## src/rtl/exe_div_if.sv

```systemverilog
// exe_div_if: request/response bundle between the EXE stage and the
// multi-cycle divide/remainder unit. The master drives the request
// side (start, cancel, operands); the slave is the divider itself.
interface exe_div_if #(
    parameter int DATA_WIDTH = 32
);
    logic                  start_i;
    logic                  cancel_i;
    logic [2:0]            funct3_i;
    logic [DATA_WIDTH-1:0] op1_i;
    logic [DATA_WIDTH-1:0] op2_i;
    logic [4:0]            reg_waddr_i;
    logic [DATA_WIDTH-1:0] result_o;
    logic                  valid_o;
    logic [4:0]            reg_waddr_o;
    logic                  busy_o;
    logic                  stallreq_o;

    modport master (
        output start_i, cancel_i, funct3_i, op1_i, op2_i, reg_waddr_i,
        input  result_o, valid_o, reg_waddr_o, busy_o, stallreq_o
    );

    modport slave (
        input  start_i, cancel_i, funct3_i, op1_i, op2_i, reg_waddr_i,
        output result_o, valid_o, reg_waddr_o, busy_o, stallreq_o
    );
endinterface

```

## src/rtl/exe_div.sv

```systemverilog
// exe_div: radix-2 restoring divider for RV32M DIV/DIVU/REM/REMU.
// One quotient bit per cycle; signed operations run on magnitudes and
// the signs are restored after the last iteration. Divide-by-zero and
// signed overflow finish in one cycle without iterating.
// Optional build macro DIV_EARLY_OUT_EN: when defined, a divisor whose
// magnitude exceeds the dividend's also finishes in one cycle
// (quotient 0, remainder = raw dividend).
module exe_div #(
    parameter int DATA_WIDTH = 32,
    parameter int CNT_WIDTH  = 5
) (
    input logic       clk_i,
    input logic       rst_n_i,
    exe_div_if.slave  bus
);

    typedef enum logic [1:0] {
        IDLE = 2'd0,
        CALC = 2'd1,
        DONE = 2'd2
    } state_t;

    localparam logic [DATA_WIDTH-1:0] MIN_NEG  = {1'b1, {(DATA_WIDTH-1){1'b0}}};
    localparam logic [DATA_WIDTH-1:0] ALL_ONES = {DATA_WIDTH{1'b1}};
    localparam logic [DATA_WIDTH-1:0] ZERO     = {DATA_WIDTH{1'b0}};
    localparam logic [CNT_WIDTH-1:0]  CNT_LAST = CNT_WIDTH'(DATA_WIDTH - 1);

    // Two's-complement negation on the signed view of a word.
    function automatic logic [DATA_WIDTH-1:0] negate(input logic signed [DATA_WIDTH-1:0] v);
        logic signed [DATA_WIDTH-1:0] n;
        n = -v;
        return n;
    endfunction

    // Magnitude of an operand; unsigned operations pass through untouched.
    function automatic logic [DATA_WIDTH-1:0] magnitude(input logic [DATA_WIDTH-1:0] v,
                                                        input logic              is_signed);
        return (is_signed && v[DATA_WIDTH-1]) ? negate(v) : v;
    endfunction

    // Re-apply a recorded sign to an unsigned result.
    function automatic logic [DATA_WIDTH-1:0] sign_fix(input logic [DATA_WIDTH-1:0] v,
                                                       input logic              neg);
        return neg ? negate(v) : v;
    endfunction

    state_t                state_q, state_d;
    logic                  sel_rem_q;
    logic [4:0]            waddr_q;
    logic [DATA_WIDTH-1:0] dividend_q;
    logic [DATA_WIDTH-1:0] divisor_q;
    logic [DATA_WIDTH-1:0] quot_q;
    logic [DATA_WIDTH-1:0] rem_q;
    logic [CNT_WIDTH-1:0]  cnt_q;
    logic                  quot_neg_q;
    logic                  rem_neg_q;
    logic [DATA_WIDTH-1:0] result_q;

    // funct3[2] is always set for the M-extension divide group and carries
    // no information for this unit.
    logic unused_funct3;
    assign unused_funct3 = bus.funct3_i[2];

    // Request decode, evaluated while IDLE.
    logic                  op_signed;
    logic                  sel_rem;
    logic [DATA_WIDTH-1:0] op1_mag;
    logic [DATA_WIDTH-1:0] op2_mag;
    logic                  div_zero;
    logic                  overflow;
    logic                  early_out;
    logic                  special;
    logic                  accept;
    logic [DATA_WIDTH-1:0] special_res;

    assign op_signed = ~bus.funct3_i[0];
    assign sel_rem   = bus.funct3_i[1];
    assign op1_mag   = magnitude(bus.op1_i, op_signed);
    assign op2_mag   = magnitude(bus.op2_i, op_signed);
    assign div_zero  = (bus.op2_i == ZERO);
    assign overflow  = op_signed && (bus.op1_i == MIN_NEG) && (bus.op2_i == ALL_ONES);
`ifdef DIV_EARLY_OUT_EN
    assign early_out = !div_zero && (op2_mag > op1_mag);
`else
    assign early_out = 1'b0;
`endif
    assign special   = div_zero || overflow || early_out;
    assign accept    = (state_q == IDLE) && bus.start_i && !bus.cancel_i;

    // Result of the one-cycle cases, chosen between quotient and remainder.
    always_comb begin
        special_res = ZERO;
        if (div_zero) begin
            special_res = sel_rem ? bus.op1_i : ALL_ONES;
        end else if (overflow) begin
            special_res = sel_rem ? ZERO : MIN_NEG;
        end else if (early_out) begin
            special_res = sel_rem ? bus.op1_i : ZERO;
        end
    end

    // One restoring step: shift in the next dividend bit, trial-subtract.
    logic [DATA_WIDTH:0]   shifted;
    logic [DATA_WIDTH:0]   trial;
    logic                  q_bit;
    logic [DATA_WIDTH-1:0] rem_next;
    logic [DATA_WIDTH-1:0] quot_next;
    logic [DATA_WIDTH-1:0] quot_final;
    logic [DATA_WIDTH-1:0] rem_final;
    logic                  last_iter;

    assign shifted    = {rem_q, dividend_q[DATA_WIDTH-1]};
    assign trial      = shifted - {1'b0, divisor_q};
    assign q_bit      = ~trial[DATA_WIDTH];
    assign rem_next   = q_bit ? trial[DATA_WIDTH-1:0] : shifted[DATA_WIDTH-1:0];
    assign quot_next  = {quot_q[DATA_WIDTH-2:0], q_bit};
    assign quot_final = sign_fix(quot_next, quot_neg_q);
    assign rem_final  = sign_fix(rem_next, rem_neg_q);
    assign last_iter  = (cnt_q == CNT_LAST);

    // State register.
    always_ff @(posedge clk_i or negedge rst_n_i) begin
        if (!rst_n_i) begin
            state_q <= IDLE;
        end else begin
            state_q <= state_d;
        end
    end

    // Next-state logic: special cases skip CALC, cancel aborts IDLE/CALC.
    always_comb begin
        state_d = state_q;
        case (state_q)
            IDLE: begin
                if (accept) begin
                    state_d = special ? DONE : CALC;
                end
            end
            CALC: begin
                if (bus.cancel_i) begin
                    state_d = IDLE;
                end else if (last_iter) begin
                    state_d = DONE;
                end
            end
            DONE: begin
                state_d = IDLE;
            end
            default: begin
                state_d = IDLE;
            end
        endcase
    end

    // Datapath: latch the request, iterate, and capture the final result.
    always_ff @(posedge clk_i or negedge rst_n_i) begin
        if (!rst_n_i) begin
            sel_rem_q  <= 1'b0;
            waddr_q    <= 5'd0;
            dividend_q <= ZERO;
            divisor_q  <= ZERO;
            quot_q     <= ZERO;
            rem_q      <= ZERO;
            cnt_q      <= '0;
            quot_neg_q <= 1'b0;
            rem_neg_q  <= 1'b0;
            result_q   <= ZERO;
        end else begin
            if (accept) begin
                sel_rem_q  <= sel_rem;
                waddr_q    <= bus.reg_waddr_i;
                dividend_q <= op1_mag;
                divisor_q  <= op2_mag;
                quot_q     <= ZERO;
                rem_q      <= ZERO;
                cnt_q      <= '0;
                quot_neg_q <= op_signed && (bus.op1_i[DATA_WIDTH-1] ^ bus.op2_i[DATA_WIDTH-1]);
                rem_neg_q  <= op_signed && bus.op1_i[DATA_WIDTH-1];
                if (special) begin
                    result_q <= special_res;
                end
            end else if ((state_q == CALC) && !bus.cancel_i) begin
                dividend_q <= {dividend_q[DATA_WIDTH-2:0], 1'b0};
                cnt_q      <= cnt_q + CNT_WIDTH'(1);
                if (last_iter) begin
                    quot_q   <= quot_final;
                    rem_q    <= rem_final;
                    result_q <= sel_rem_q ? rem_final : quot_final;
                end else begin
                    quot_q <= quot_next;
                    rem_q  <= rem_next;
                end
            end
        end
    end

    assign bus.result_o    = result_q;
    assign bus.reg_waddr_o = waddr_q;
    assign bus.valid_o     = (state_q == DONE);
    assign bus.busy_o      = (state_q != IDLE);
    assign bus.stallreq_o  = accept || (state_q == CALC);

endmodule
```

## src/flat_wrapper.sv

```systemverilog
// flat-port wrapper written by rule: the top's interface ports become plain ports
module exe_div_flat 
#(
    parameter int DATA_WIDTH = 32,
    parameter int CNT_WIDTH  = 5
)
  (clk_i, rst_n_i, bus_start_i, bus_cancel_i, bus_funct3_i, bus_op1_i, bus_op2_i, bus_reg_waddr_i, bus_result_o, bus_valid_o, bus_reg_waddr_o, bus_busy_o, bus_stallreq_o);
  exe_div_if #(.DATA_WIDTH(DATA_WIDTH)) bus_i ();
  input logic clk_i;
  input logic rst_n_i;
  input wire logic [$bits(bus_i.start_i)-1:0] bus_start_i;
  input wire logic [$bits(bus_i.cancel_i)-1:0] bus_cancel_i;
  input wire logic [$bits(bus_i.funct3_i)-1:0] bus_funct3_i;
  input wire logic [$bits(bus_i.op1_i)-1:0] bus_op1_i;
  input wire logic [$bits(bus_i.op2_i)-1:0] bus_op2_i;
  input wire logic [$bits(bus_i.reg_waddr_i)-1:0] bus_reg_waddr_i;
  output wire logic [$bits(bus_i.result_o)-1:0] bus_result_o;
  output wire logic [$bits(bus_i.valid_o)-1:0] bus_valid_o;
  output wire logic [$bits(bus_i.reg_waddr_o)-1:0] bus_reg_waddr_o;
  output wire logic [$bits(bus_i.busy_o)-1:0] bus_busy_o;
  output wire logic [$bits(bus_i.stallreq_o)-1:0] bus_stallreq_o;
  assign bus_i.start_i = bus_start_i;
  assign bus_i.cancel_i = bus_cancel_i;
  assign bus_i.funct3_i = bus_funct3_i;
  assign bus_i.op1_i = bus_op1_i;
  assign bus_i.op2_i = bus_op2_i;
  assign bus_i.reg_waddr_i = bus_reg_waddr_i;
  assign bus_result_o = bus_i.result_o;
  assign bus_valid_o = bus_i.valid_o;
  assign bus_reg_waddr_o = bus_i.reg_waddr_o;
  assign bus_busy_o = bus_i.busy_o;
  assign bus_stallreq_o = bus_i.stallreq_o;
  exe_div #(.DATA_WIDTH(DATA_WIDTH), .CNT_WIDTH(CNT_WIDTH)) u_core (.clk_i(clk_i), .rst_n_i(rst_n_i), .bus(bus_i));
endmodule
```

## config.mk

```make
export PLATFORM = sky130hd
export DESIGN_NAME = exe_div_flat
export DESIGN_NICKNAME = d
export VERILOG_FILES = /design/src/rtl/exe_div_if.sv /design/src/rtl/exe_div.sv /design/src/flat_wrapper.sv
export SDC_FILE = /design/constraint.sdc
export NUM_CORES = 1
export LEC_CHECK = 0
export ABC_AREA = 1
export BUFFER_PORTS_ARGS = -buffer_cell sky130_fd_sc_hd__buf_2
export CAP_MARGIN = 20
export CORE_MARGIN = 8
export CORE_UTILIZATION = 42
export CTS_CLUSTER_SIZE = 8
export DETAILED_ROUTE_END_ITERATION = 6
export PLACE_DENSITY_LB_ADDON = 0.05
export SLEW_MARGIN = 30
export SYNTH_ARGS = -nofsm -noshare
export SYNTH_HDL_FRONTEND = slang
export SYNTH_SLANG_ARGS = --single-unit
```

## constraint.sdc

```tcl
create_clock -name clk_i -period 3.8 [get_ports clk_i]
set_clock_uncertainty 0.1 [all_clocks]
set_input_delay 0.19 -clock clk_i [delete_from_list [all_inputs] [get_ports clk_i]]
set_output_delay 0.19 -clock clk_i [all_outputs]
set_load 0.05 [all_outputs]
```

Word-level counts from Yosys, hierarchy flattened:

Index checks and enable logic that the tools add are counted.

* add/sub/neg operators: 6
* equality and inequality tests: 8
* muxes and demuxes: 29
* bitwise gates (word level): 3
* reductions and logical operators: 18

Operators with widths (count)
* 32-bit 2-to-1 mux: 19
* 32-bit negation: 4
* 31-bit 2-to-1 mux: 3
* 32-bit == test (second input constant): 2
* 33-bit by 32-bit subtractor with 33-bit output: 1
* 32-bit logical NOT: 1
* 5-bit 2-to-1 mux: 2
* 1-bit logical AND: 8
* 2-bit 2-to-1 mux: 4
* 2-bit nonzero test: 3
* 5-bit by 1-bit adder with 5-bit output (second input constant): 1
* 5-bit == test (second input constant): 1
* 2-bit by 1-bit inequality test with 1-bit output (second input constant): 2
* 2-bit case mux with 2 select lines: 1
* 3-bit by 2-bit inequality test with 1-bit output (second input constant): 1
* 3-bit AND reduction: 1
* 2-bit by 1-bit == test with 1-bit output (second input constant): 1
* 2-bit == test (second input constant): 1
* 2-bit logical NOT: 1
* 1-bit logical OR: 2
* 1-bit NOT: 2
* 2-bit AND reduction: 1
* 1-bit logical NOT: 1
* 1-bit XOR: 1

* bits in registers: 174
* output and inout port bits: 40
* word-level logic and storage cells: 75

Logic depth before layout (Yosys ltp):

* depth after elaboration: 8
* gate-level depth with buffers: 30
* mapped depth without buffers: 28

Least setup slack after synthesis:

No wires, ideal clock.

* kind: reg2reg
* from: reg u_core.divisor_q[0]
* to: reg u_core.result_q[26], in the netlist u_core.bus.result_o[26]
* setup time: 0.121 ns
* data arrival time: 3.814 ns
* setup slack: -0.236 ns
* stages on the path, launching flop included: 30
* cells stage by stage: dfrtp_1 -> ha_1 -> fa_1 -> inv_1 -> nand2_1 -> nand2_1 -> nand3_1 -> nand2_2 -> nand2_2 -> nand2_2 -> nand2_4 -> nand2_4 -> nand2_4 -> nand2_4 -> buf_8 -> buf_6 -> ha_1 -> inv_1 -> nor3_1 -> nand2_1 -> nor2_1 -> nand4_1 -> nor2_1 -> nand3_1 -> o21ai_0 -> o21ai_0 -> xor2_1 -> o22ai_1 -> nor2_1 -> a21boi_1

* longest elaborated chain between the ends: 8
* elaborated cells between the ends (all ways): 11

RTL lines
* start, declared: RTL line exe_div.sv:51 `logic [DATA_WIDTH-1:0] divisor_q;`
* start signal, assigned: RTL line exe_div.sv:173 `divisor_q <= op2_mag;`
* 33-bit by 32-bit subtractor with 33-bit output (*): RTL line exe_div.sv:113 `assign trial = shifted - {1'b0, divisor_q};`
* 32-bit 2-to-1 mux / 1-bit NOT (equally long branches): RTL line exe_div.sv:115, exe_div.sv:114
* 32-bit negation: RTL line exe_div.sv:31 `n = -v;`
* 32-bit 2-to-1 mux: RTL line exe_div.sv:44 `return neg ? negate(v) : v;`
* 32-bit 2-to-1 mux (*): RTL line exe_div.sv:188 `result_q <= sel_rem_q ? rem_final : quot_final;`
* 32-bit 2-to-1 mux (*): RTL line exe_div.sv:185 `if (last_iter) begin`
* 32-bit 2-to-1 mux (*): RTL line exe_div.sv:182 `end else if ((state_q == CALC) && !bus.cancel_i) begin`
* 32-bit 2-to-1 mux (*): RTL line exe_div.sv:169 `if (accept) begin`
* end signal, assigned: RTL line exe_div.sv:180 `result_q <= special_res;`
* end signal, assigned: RTL line exe_div.sv:188
* end, declared: RTL line exe_div.sv:57 `logic [DATA_WIDTH-1:0] result_q;`

Mark *: on every way between the ends. The rest lies on a longest branch, timed or not. The select of a mux whose other input is x is not followed.
A chain may end at the register's enable or synchronous reset.

Worst setup path after layout:

Same ends and word-level chain as after synthesis.

==> results.sh <==
export IMPL_worstHoldStart="bus_op2_i[7]"
export IMPL_power_frac_comb_pct=73.6
export IMPL_tritoncts="built"
export IMPL_dieArea_sq_mm=0.0422
export IMPL_htree_num_levels=4
export IMPL_die_h_microns=206
export IMPL_fin_crit_ps=3740
export IMPL_vias=16200
export IMPL_peakVddDrop_uv=538
export IMPL_slew_viol_final=0
export IMPL_min_period_over_period_pct=98.4
export IMPL_critPathMaxFanout=3
export IMPL_antenna_found_initial=0
export IMPL_core_sq_mm=0.0355
export IMPL_worst_setup_path_type="flip-flop to flip-flop"
export IMPL_pwr_share_seq_pct=16.2
export IMPL_critPathLaunchType="flip-flop"
export IMPL_slew_headroom_pct=34.7
export IMPL_synth_mux_area_fraction_pct=0
export IMPL_synth_top_family_by_area="simple AND/OR/NAND/NOR gates"
export IMPL_fin_hold_ws_ps=18.7
export IMPL_clock_power_share_pct=10.3
export IMPL_post_dp_hpwl_microns=43300
export IMPL_portBuffers=114
export IMPL_synthCells=2380
export IMPL_hold_end="u_core.divisor_q[7]$_DFFE_PN0P_"
export IMPL_via_per_inst=5.31
export IMPL_async_flop_share_pct=100
export IMPL_min_path_type="input port to flip-flop"
export IMPL_r2r_slack_ps=60
export IMPL_grtUsageTotal_pct=26.7
export IMPL_fmax_ghz=0.267
export IMPL_drt_pass1_iter_count=6
export IMPL_syn_num_nets=2495
export IMPL_drive_gt1_share_pct=15.8
export IMPL_ys_ff_latch=174
export IMPL_fill_cells=3688
export IMPL_timing_reg2reg_worst_path_depth=27
export IMPL_switchingPower_mw=9.50
export IMPL_routedWlPerCell_microns=18.6
export IMPL_synth_fa_ha_area_share_pct=3.28
export IMPL_swShare_pct=55.2
export IMPL_yosys_area_share_xor_xnor_pct=5.52
export IMPL_reg2reg_to="u_core.bus.result_o[26]$_DFFE_PN0P_"
export IMPL_clock_root_buffer="clkbuf_16"
export IMPL_fin_total_pwr_mw=17.2
export IMPL_p_per_area_mw_per_mm2=960
export IMPL_nNetsFinal=2683
export IMPL_synth_cell_type_count=55
export IMPL_required_ps=4060
export IMPL_syn_to_final_growth_pct=19.0
export IMPL_status="completed"
export IMPL_pre_cts_ws_ps=-37.7
export IMPL_clkLatencyLatePin_ps=460
export IMPL_ys_warn_count=0
export IMPL_worst_slew_pin_slew_ps=979
export IMPL_clk_path_buf_depth=2
export IMPL_synth_area_top_cells="dfrtp_1 (29%), nand2_1 (19%), inv_1 (8.5%)"
export IMPL_cap_violations=0
export IMPL_path_clk_slew_ps=80
export IMPL_grt_pass1_vias=15500
export IMPL_overflow=0
export IMPL_post_route_drc_count=0
export IMPL_fin_ws_ps=60.1
export IMPL_setup_viol=0
export IMPL_ios=116
export IMPL_power_internal_mw=7.72
export IMPL_final_common_cell="nand2_1"
export IMPL_synth_compound_area_share_pct=14.4
export IMPL_critPathCaptureType="flip-flop"
export IMPL_dominantRegCellSynth="dfrtp_1"
export IMPL_rows=69
export IMPL_rsz0062_at_grt="yes"
export IMPL_holdPathStages=3
export IMPL_synth_top_area_share_pct=28.9
export IMPL_yosys_area_share_simple_pct=36.6
export IMPL_synth_area_sq_mm=0.0151
export IMPL_place_congestion=0.928
export IMPL_wl_microns=56500
export IMPL_synth_top_area_cell="dfrtp_1"
export IMPL_fin_util_pct=50.6
export IMPL_drt_iter0_markers=1457
export IMPL_synth_area_per_cell_sq_um=6.34
export IMPL_yosysSeqAreaShare_pct=28.9
export IMPL_final_cell_mix="nand2_1 (738), inv_1 (336), nor2_1 (207), dfrtp_1 (172), nand3_1 (162)"
export IMPL_worst_ep_arrival_time_ps=4000
export IMPL_grt_pass1_wl_microns=87300
export IMPL_r2r_start="u_core.divisor_q[0]$_DFFE_PN0P_"
export IMPL_finalHoldViolCount=0
export IMPL_grt_max_degree=80
export IMPL_clock_sinks=174
export IMPL_synth_edf_count=0
export IMPL_power_leakage_nw=9.26
export IMPL_ant_nets=0
export IMPL_cts_buffers=17
export IMPL_die_x_microns=206
export IMPL_start_util_pct=42.5
[worst max-delay path: stages, from the launching register on]
cell,delay [ps]
dfrtp_1,390
ha_2,200
fa_2,380
inv_2,70
nand2_1,40
nand2_1,80
nand3_2,70
nand2_2,90
nand2_2,70
nand2_2,90
nand2_4,60
nand2_4,80
nand2_4,50
nand2_4,90
ha_4,130
inv_2,50
nor3_4,170
nand2_2,100
nor2_4,90
nand4_1,120
nor2_2,180
nand3_2,120
o21ai_2,170
o21ai_1,100
xor2_1,220
o22ai_1,100
nor2_1,130
a21boi_1,70
[metal layers]
layer | vias up | routed length [microns] | track usage [%]
li1 | 8002 | - | -
met1 | 7562 | 26000 | 36.9
met2 | 542 | 25000 | 41.2
met3 | 52 | 4290 | 5.90
met4 | 0 | 1150 | 7.48
met5 | - | 0 | 0
[cell families after synthesis]
family / count (synthesis)
buf+inv: 434
compound gates: 349
flops: 174
xor+xnor: 95
simple gates: 1289
fa+ha+maj: 39
[synthesized netlist by cell type, types with 30 or more instances]
cell / n
ha_1: 38
clkbuf_1: 53
inv_1: 341
o21ai_0: 152
o221ai_1: 39
nand2_1: 749
xor2_1: 77
nor2_1: 220
nand4_1: 30
nand3_1: 167
a21oi_1: 46
dfrtp_1: 174
[final cells by class]
| type | count | area [sq um] | share of cell area, % |
|---|---|---|---|
| antenna | 1 | 2.50 | 0.0139 |
| tap | 461 | 577 | 3.21 |
| timing repair buffer | 252 | 1750 | 9.77 |
| multi-input combinational | 1773 | 9390 | 52.3 |
| inverter | 350 | 1310 | 7.32 |
| clock inverter | 9 | 75.1 | 0.418 |
| sequential | 174 | 4360 | 24.3 |
| clock buffer | 22 | 484 | 2.70 |
[metrics by stage]
stage,TNS (ps),instances,area (sq um)
CTS,0,3031,17600
finish,0,3042,17900
global placement,0,2978,16800
floorplan,0,2380,15100
global route,-1210,3041,17900
detailed placement,-104,2978,16800
[registers in the layout (all words and copies together), names as in the netlist]
name	count
u_core.sel_rem_q	1
u_core.dividend_q	32
u_core.divisor_q	32
u_core.quot_q	31
u_core.bus.reg_waddr_o	5
u_core.quot_neg_q	1
u_core.bus.result_o	32
u_core.rem_q	32
u_core.state_q	2
u_core.cnt_q	5
u_core.rem_neg_q	1
[worst max path at each step]
stage	from	end	cells after the start
final	u_core.divisor_q[0]$_DFFE_PN0P_	u_core.bus.result_o[26]$_DFFE_PN0P_	27
after detailed placement	u_core.divisor_q[0]$_DFFE_PN0P_	u_core.bus.result_o[24]$_DFFE_PN0P_	26
after CTS	u_core.divisor_q[0]$_DFFE_PN0P_	u_core.bus.result_o[26]$_DFFE_PN0P_	27
after floorplan	u_core.divisor_q[0]$_DFFE_PN0P_	u_core.bus.result_o[26]$_DFFE_PN0P_	29
after global routing	u_core.divisor_q[0]$_DFFE_PN0P_	u_core.bus.result_o[26]$_DFFE_PN0P_	27
after global placement	u_core.divisor_q[0]$_DFFE_PN0P_	u_core.bus.result_o[24]$_DFFE_PN0P_	26
[power groups by stage]
stage | Sequential, mW | Clock (mW) | Combinational (mW)
2_1_floorplan | 3.32 | 0 | 7.41
5_1_grt | 2.85 | 1.86 | 14.0
4_1_cts | 2.76 | 1.81 | 12.0
3_3_place_gp | 2.78 | 0 | 11.8
3_5_place_dp | 2.79 | 0 | 11.9
6_report | 2.79 | 1.77 | 12.7
[repair_timing]
item / in CTS / in global routing
setup buffers: 0 / 9
setup endpoints to repair: 3 / 49
pin swaps: 0 / 28
cloned: 0 / 1
hold endpoints to repair: 85 / 0
hold buffers: 22 / 0
resized for setup: 3 / 67
(Power assumes the default switching activity.)
